File: src/rtl/snake_pkg.sv
// Shared types for the snake body engine: direction codes, FSM states,
// and the helper that finds the opposite direction.
package snake_pkg;

    localparam logic [1:0] DIR_LEFT  = 2'b00;
    localparam logic [1:0] DIR_RIGHT = 2'b01;
    localparam logic [1:0] DIR_UP    = 2'b10;
    localparam logic [1:0] DIR_DOWN  = 2'b11;

    typedef enum logic [2:0] {
        ST_IDLE,
        ST_CALC,
        ST_SCAN,
        ST_MOVE,
        ST_DEAD
    } state_t;

    // Opposite directions differ only in the low bit.
    function automatic logic [1:0] reverse_of(input logic [1:0] d);
        return {d[1], ~d[0]};
    endfunction

endpackage

File: src/rtl/snake_next_head.sv
// Candidate head cell for one move. Build with SNAKE_WRAP_EN defined to wrap
// at the grid edges instead of reporting a wall hit.
module snake_next_head
    import snake_pkg::*;
#(
    parameter int POS_W  = 10,
    parameter int WIDTH  = 32,
    parameter int HEIGHT = 24
) (
    input  logic [POS_W-1:0] head,
    input  logic [1:0]       dir,
    output logic [POS_W-1:0] nh,
    output logic             wall_hit
);

    localparam logic [POS_W-1:0] W_P      = POS_W'(WIDTH);
    localparam logic [POS_W-1:0] ONE_P    = POS_W'(1);
    localparam logic [POS_W-1:0] LAST_COL = POS_W'(WIDTH - 1);
    localparam logic [POS_W-1:0] LAST_ROW = POS_W'(HEIGHT - 1);
`ifdef SNAKE_WRAP_EN
    localparam logic [POS_W-1:0] WRAP_V   = POS_W'((HEIGHT - 1) * WIDTH);
`endif

    logic [POS_W-1:0] col;
    logic [POS_W-1:0] row;

    assign col = head % W_P;
    assign row = head / W_P;

    always_comb begin
        nh       = head;
        wall_hit = 1'b0;
        case (dir)
            DIR_LEFT: begin
                if (col == '0) begin
`ifdef SNAKE_WRAP_EN
                    nh = head + LAST_COL;
`else
                    wall_hit = 1'b1;
`endif
                end else begin
                    nh = head - ONE_P;
                end
            end
            DIR_RIGHT: begin
                if (col == LAST_COL) begin
`ifdef SNAKE_WRAP_EN
                    nh = head - LAST_COL;
`else
                    wall_hit = 1'b1;
`endif
                end else begin
                    nh = head + ONE_P;
                end
            end
            DIR_UP: begin
                if (row == '0) begin
`ifdef SNAKE_WRAP_EN
                    nh = head + WRAP_V;
`else
                    wall_hit = 1'b1;
`endif
                end else begin
                    nh = head - W_P;
                end
            end
            default: begin
                if (row == LAST_ROW) begin
`ifdef SNAKE_WRAP_EN
                    nh = col;
`else
                    wall_hit = 1'b1;
`endif
                end else begin
                    nh = head + W_P;
                end
            end
        endcase
    end

endmodule

File: src/rtl/snake_mover.sv
// Snake body engine: body list, direction filter, growth and multi-cycle
// self-collision scan. SNAKE_WRAP_EN selects edge wrapping in snake_next_head.
module snake_mover
    import snake_pkg::*;
#(
    parameter int MAX_LEN  = 16,
    parameter int POS_W    = 10,
    parameter int WIDTH    = 32,
    parameter int HEIGHT   = 24,
    parameter int LEN_W    = 5,
    parameter int INIT_LEN = 3,
    parameter int INIT_POS = 400
) (
    input  logic                     clk,
    input  logic                     rst,
    input  logic                     step,
    input  logic                     grow,
    input  logic                     dir_valid,
    input  logic [1:0]               dir_req,
    output logic [MAX_LEN*POS_W-1:0] body,
    output logic [LEN_W-1:0]         len,
    output logic [1:0]               dir,
    output logic                     busy,
    output logic                     done,
    output logic                     dead
);

    state_t           state, state_nx;
    logic [POS_W-1:0] seg [MAX_LEN];
    logic [POS_W-1:0] nh, nh_c, seg_k;
    logic             wall_hit;
    logic [1:0]       pend_dir;
    logic             grow_l;
    logic [LEN_W-1:0] k, scan_lim;
    logic             accept;

    snake_next_head #(
        .POS_W (POS_W),
        .WIDTH (WIDTH),
        .HEIGHT(HEIGHT)
    ) u_next_head (
        .head    (seg[0]),
        .dir     (dir),
        .nh      (nh_c),
        .wall_hit(wall_hit)
    );

    // done also marks the final busy cycle, so a step there is dropped.
    assign accept   = step && (state == ST_IDLE) && !done;
    assign busy     = ((state != ST_IDLE) && !dead) || done;
    assign scan_lim = grow_l ? len : len - LEN_W'(1);

    always_comb begin
        seg_k = seg[0];
        for (int i = 0; i < MAX_LEN; i++) begin
            if (k == LEN_W'(i)) seg_k = seg[i];
        end
    end

    for (genvar g = 0; g < MAX_LEN; g++) begin : g_pack
        assign body[g*POS_W +: POS_W] = seg[g];
    end

    always_ff @(posedge clk or posedge rst) begin
        if (rst) state <= ST_IDLE;
        else     state <= state_nx;
    end

    always_comb begin
        state_nx = state;
        case (state)
            ST_IDLE: if (accept) state_nx = ST_CALC;
            ST_CALC: begin
                if (wall_hit)             state_nx = ST_DEAD;
                else if (scan_lim == '0)  state_nx = ST_MOVE;
                else                      state_nx = ST_SCAN;
            end
            ST_SCAN: begin
                if (seg_k == nh)                      state_nx = ST_DEAD;
                else if (k + LEN_W'(1) == scan_lim)   state_nx = ST_MOVE;
            end
            ST_MOVE: state_nx = ST_IDLE;
            default: state_nx = ST_DEAD;
        endcase
    end

    always_ff @(posedge clk or posedge rst) begin
        if (rst) begin
            for (int i = 0; i < MAX_LEN; i++)
                seg[i] <= POS_W'(INIT_POS - ((i < INIT_LEN) ? i : INIT_LEN - 1));
            len      <= LEN_W'(INIT_LEN);
            dir      <= DIR_RIGHT;
            pend_dir <= DIR_RIGHT;
            grow_l   <= 1'b0;
            nh       <= '0;
            k        <= '0;
            done     <= 1'b0;
            dead     <= 1'b0;
        end else begin
            done <= 1'b0;
            if (dir_valid) pend_dir <= dir_req;
            case (state)
                ST_IDLE: begin
                    if (accept) begin
                        dir    <= (pend_dir == reverse_of(dir)) ? dir : pend_dir;
                        // Growth at full length is dropped here, so the scan
                        // and the move both treat it as a plain move.
                        grow_l <= grow && (len < LEN_W'(MAX_LEN));
                    end
                end
                ST_CALC: begin
                    nh <= nh_c;
                    k  <= '0;
                end
                ST_SCAN: k <= k + LEN_W'(1);
                ST_MOVE: begin
                    for (int i = MAX_LEN - 1; i > 0; i--) seg[i] <= seg[i-1];
                    seg[0] <= nh;
                    if (grow_l) len <= len + LEN_W'(1);
                    done <= 1'b1;
                end
                default: begin
                    if (!dead) begin
                        dead <= 1'b1;
                        done <= 1'b1;
                    end
                end
            endcase
        end
    end

endmodule

File: config.mk
export PLATFORM = sky130hd
export DESIGN_NAME = snake_mover
export DESIGN_NICKNAME = d
export VERILOG_FILES = /design/src/rtl/snake_pkg.sv /design/src/rtl/snake_next_head.sv /design/src/rtl/snake_mover.sv
export SDC_FILE = /design/constraint.sdc
export NUM_CORES = 1
export LEC_CHECK = 0
export ABC_CLOCK_PERIOD_IN_PS = 7940
export CORE_UTILIZATION = 50
export CTS_CLUSTER_SIZE = 40
export DETAILED_ROUTE_END_ITERATION = 12
export GPL_ROUTABILITY_DRIVEN = 0
export PLACE_DENSITY_LB_ADDON = 0.3
export SLEW_MARGIN = 10
export SYNTH_ARGS = -nofsm -noshare
export SYNTH_HDL_FRONTEND = slang
export SYNTH_SLANG_ARGS = --single-unit
File: constraint.sdc
create_clock -name clk -period 7.94 [get_ports clk]
set_clock_uncertainty 0.1 [all_clocks]
set_input_delay 2.382 -clock clk [delete_from_list [all_inputs] [get_ports clk]]
set_output_delay 2.382 -clock clk [all_outputs]
set_load 0.01 [all_outputs]
==> flow_summary.ini <==
[global_routing]
grtUsageMet3_pct = 5.03
grt_pass1_vias = 9284
grt_pass1_wl_um = 51800
grt_max_degree = 109
grtUsageMet2_pct = 47.9
use_met1_pct = 44.2
grt-ovfl-total = 0
grt_antenna_before_repair = 0
grt.total_usage_pct = 31.1
grt-busiest-layer = met2

[cells_and_area]
insertedDiodeCount = 0
multi_input_area_um2 = 5040
final_layout_size_suffix_gt1_share_pct = 10.6
area_growth_pct = 23.5
layout.area.seq_um2 = 4860
fin_nets = 1448
final.fill_count = 1752

[yosys]
yosysTopAreaCellShare_pct = 25.7
syn_inst = 1308
ys_seq_area_share_pct = 46.6
async_flop_share_pct = 100
synth_cell_type_count = 80
postSynthAreaPerCell_um2 = 7.97
yosys-top-cells-area = dfrtp_1 (26%), dfstp_2 (21%), nand2_1 (17%)
synth_area_leader_cell = dfrtp_1
ys_warn_count = 0
synth_edf_count = 0
syn_nets = 1326
syn_area_um2 = 10400
ys.flop_type = dfrtp_1
ys_ff_latch = 190

[sta]
hold_violations = 0
max_freq_ghz = 0.225
fin_setup_tns_ns = 0
setup_viol = 0
fin_crit_sh_pct = 55.9
drv_slew = 0
min_period_ns = 4.44
slew_headroom_pct = 28.7
rsz0062_at_grt = no
tightest_slew_ns = 1.07

[setup_path]
path_max_fanout = 14
r2r_setup_slack_ns = 3.70
cp_data_arrival_time_ns = 1.96
worstPathRequired_ns = 5.46
crit_family = flip-flops
startpoint_type = flip-flop
cp-end-kind = primary output
cp.buffers_inverters = 1
crit_chain = nor3_1 > o21bai_1 > clkdlybuf4s50_1
cpPeakStageDelay_ns = 0.54
critPathSlowestCell = dfrtp_1
crit_type = reg -> out

[clocking]
cts_inserted_buffers = 17
cts_sinks = 190
htree_levels = 4
postCtsResizedCells = 0
cts_tree = yes
cts_root_buf = clkbuf_16
hold_buffers = 0
clkLatencyLatePin_ns = 0.45
cts.clk_slew.worst_paths_ns = 0.08
clock_path_buffers = 2
cts_setup_buffers = 0

[die]
rows = 52
core_area_um2 = 20400
dieWidth_um = 146
io_pins = 177
die_y_um = 146
initial_core_util_pct = 51.2
dieArea_um2 = 21400

[detailed_routing]
drtAntennaViolNets = 0
route.detailed.drc = 0
wirelength_um = 32900
wl_per_cell_um = 19.2
route.vias.total = 10200
drtIter0Drc = 1238
firstDrtPassIters = 6
vias_per_cell = 5.96

[power]
ir_drop_uv = 146
power_uw = 1880
p_leak_uw = 0.00547
pwr_density_cell_nw_per_um2 = 146

[hold_path]
holdCritPathClass = reg -> reg

[outcome]
status = finished clean

[place]
io_buffers = 176
hpwl_um = 23000

[flow_run]
maxCapViolCount = 0
-- report_power, final --
group	internal (uW)	switching, uW	leakage [uW]
sequential	971	0.747	0.00234
clock	478	412	0.000287
combinational	4.61	18.8	0.00284
total	1450	432	0.00547
-- worst reg2reg max path, cell delays in order, from the launching register on --
cell and delay (ns):
dfrtp_1 0.50, ha_2 0.22, buf_4 0.43, nor4b_2 0.92, nand2_1 0.12, a31o_2 0.26
a22o_1 0.19, a21oi_1 0.28, nor3_1 0.08, a221oi_1 0.33, xor2_1 0.14, nor4_2 0.38
o22ai_1 0.15
-- cell families after synthesis --
| kind of cell | synth area share (%) |
|---|---|
| DFF | 46.6 |
| adders and majority gates | 1.32 |
| AOI/OAI and AO/OA | 16.5 |
| xor gates and xnor gates | 2.35 |
| and+or+nand+nor | 26.9 |
| muxes | 1.14 |
| buffers and inverters | 5.19 |
-- state kept, by name (all words and copies together) (netlist names) --
register	flops
body	160
dead	1
dir	2
done	1
grow_l	1
k	5
len	5
nh	10
pend_dir	2
state	3
-- cell usage in the layout (no fill, tap or decap), types with 4 or more instances in the layout --
cell             instances
a211oi_1                 8
a21oi_1                 56
a221oi_1                 8
a22o_1                   4
a22oi_1                  6
a2bb2oi_1                4
a31oi_1                  8
and3_1                   7
buf_4                   13
clkbuf_16               17
clkdlybuf4s50_1        176
clkinv_1                 4
dfrtp_1                107
dfstp_2                 83
ha_1                    10
inv_1                   42
inv_8                    5
mux2_2                   7
mux2i_1                  4
nand2_1                474
nand2b_1                11
nand3_1                 23
nand3b_1                 4
nand4_1                  4
nor2_1                  54
nor2b_1                  7
nor3_1                  26
nor4_1                   7
o2111ai_1                4
o211ai_1                 7
o21ai_0                118
o22ai_1                 15
or2_2                    4
or3_1                    5
xnor2_1                 19
xor2_1                   9
-- per-stage QoR --
stage | setup WS [ns] | util (%) | instances | area (um^2) | hold slack (ns)
6_report | 3.50 | 63.3 | 1713 | 12900 | 0.382
5_1_grt | 3.42 | 63.3 | 1713 | 12900 | 0.393
4_1_cts | 3.49 | 63.3 | 1713 | 12900 | 0.382
3_5_place_dp | 3.51 | 60.3 | 1681 | 12300 | 0.372
3_3_place_gp | 3.50 | 60.3 | 1681 | 12300 | 0.365
2_1_floorplan | 0.425 | - | 1308 | 10400 | 0.368
-- path summary, 6_finish.rpt --
| check | start | depth (start not counted) | endpoint |
|---|---|---|---|
| worst max-delay path | state[0]$_DFFE_PP0P_ | 3 | busy |
| worst min-delay path | body[121]$_DFFE_PP1P_ | 2 | body[131]$_DFFE_PP1P_ |
| worst max register to register | k[0]$_DFFE_PP0P_ | 12 | state[1]$_DFFE_PP0P_ |
| worst min register to register | body[121]$_DFFE_PP1P_ | 2 | body[131]$_DFFE_PP1P_ |
| max in group asynchronous | rst | 3 | body[70]$_DFFE_PP0P_ |
| min in group asynchronous | rst | 2 | body[140]$_DFFE_PP0P_ |
-- synthesized netlist by cell type (5+ instances only) --
cell type and n:
nor2_1 54, nand3_1 23, nand2_1 475, o22ai_1 15, o21ai_0 118, buf_2 12
buf_1 6, clkbuf_1 62, a221oi_1 8, nor4_1 7, nor3_1 27, a211oi_1 8
or3_1 5, mux2_2 7, a31oi_1 8, o211ai_1 7, ha_1 11, inv_1 43
xor2_1 9, and3_1 7, dfrtp_1 107, nand2b_1 11, nor2b_1 7, xnor2_1 19
a22oi_1 6, a21oi_1 56, dfstp_2 83
-- per-layer routing --
| layer | part of all wire (%) | vias up |
|---|---|---|
| met1 | 41 | 4829 |
| met2 | 46 | 635 |
| met4 | 2.8 | 0 |
| met5 | 0 | - |
| met3 | 9.9 | 75 |
| li1 | - | 4677 |
-- cell type report --
class,instances,share of cell area [%]
inverters,47,1.41
well taps,270,2.62
repair buffers,189,14.4
clock inverters,14,1.35
multi-input cells,985,39.2
flip-flops and latches,190,37.7
clock buffers,18,3.33
No activity file was read; power rests on OpenSTA's default activity.
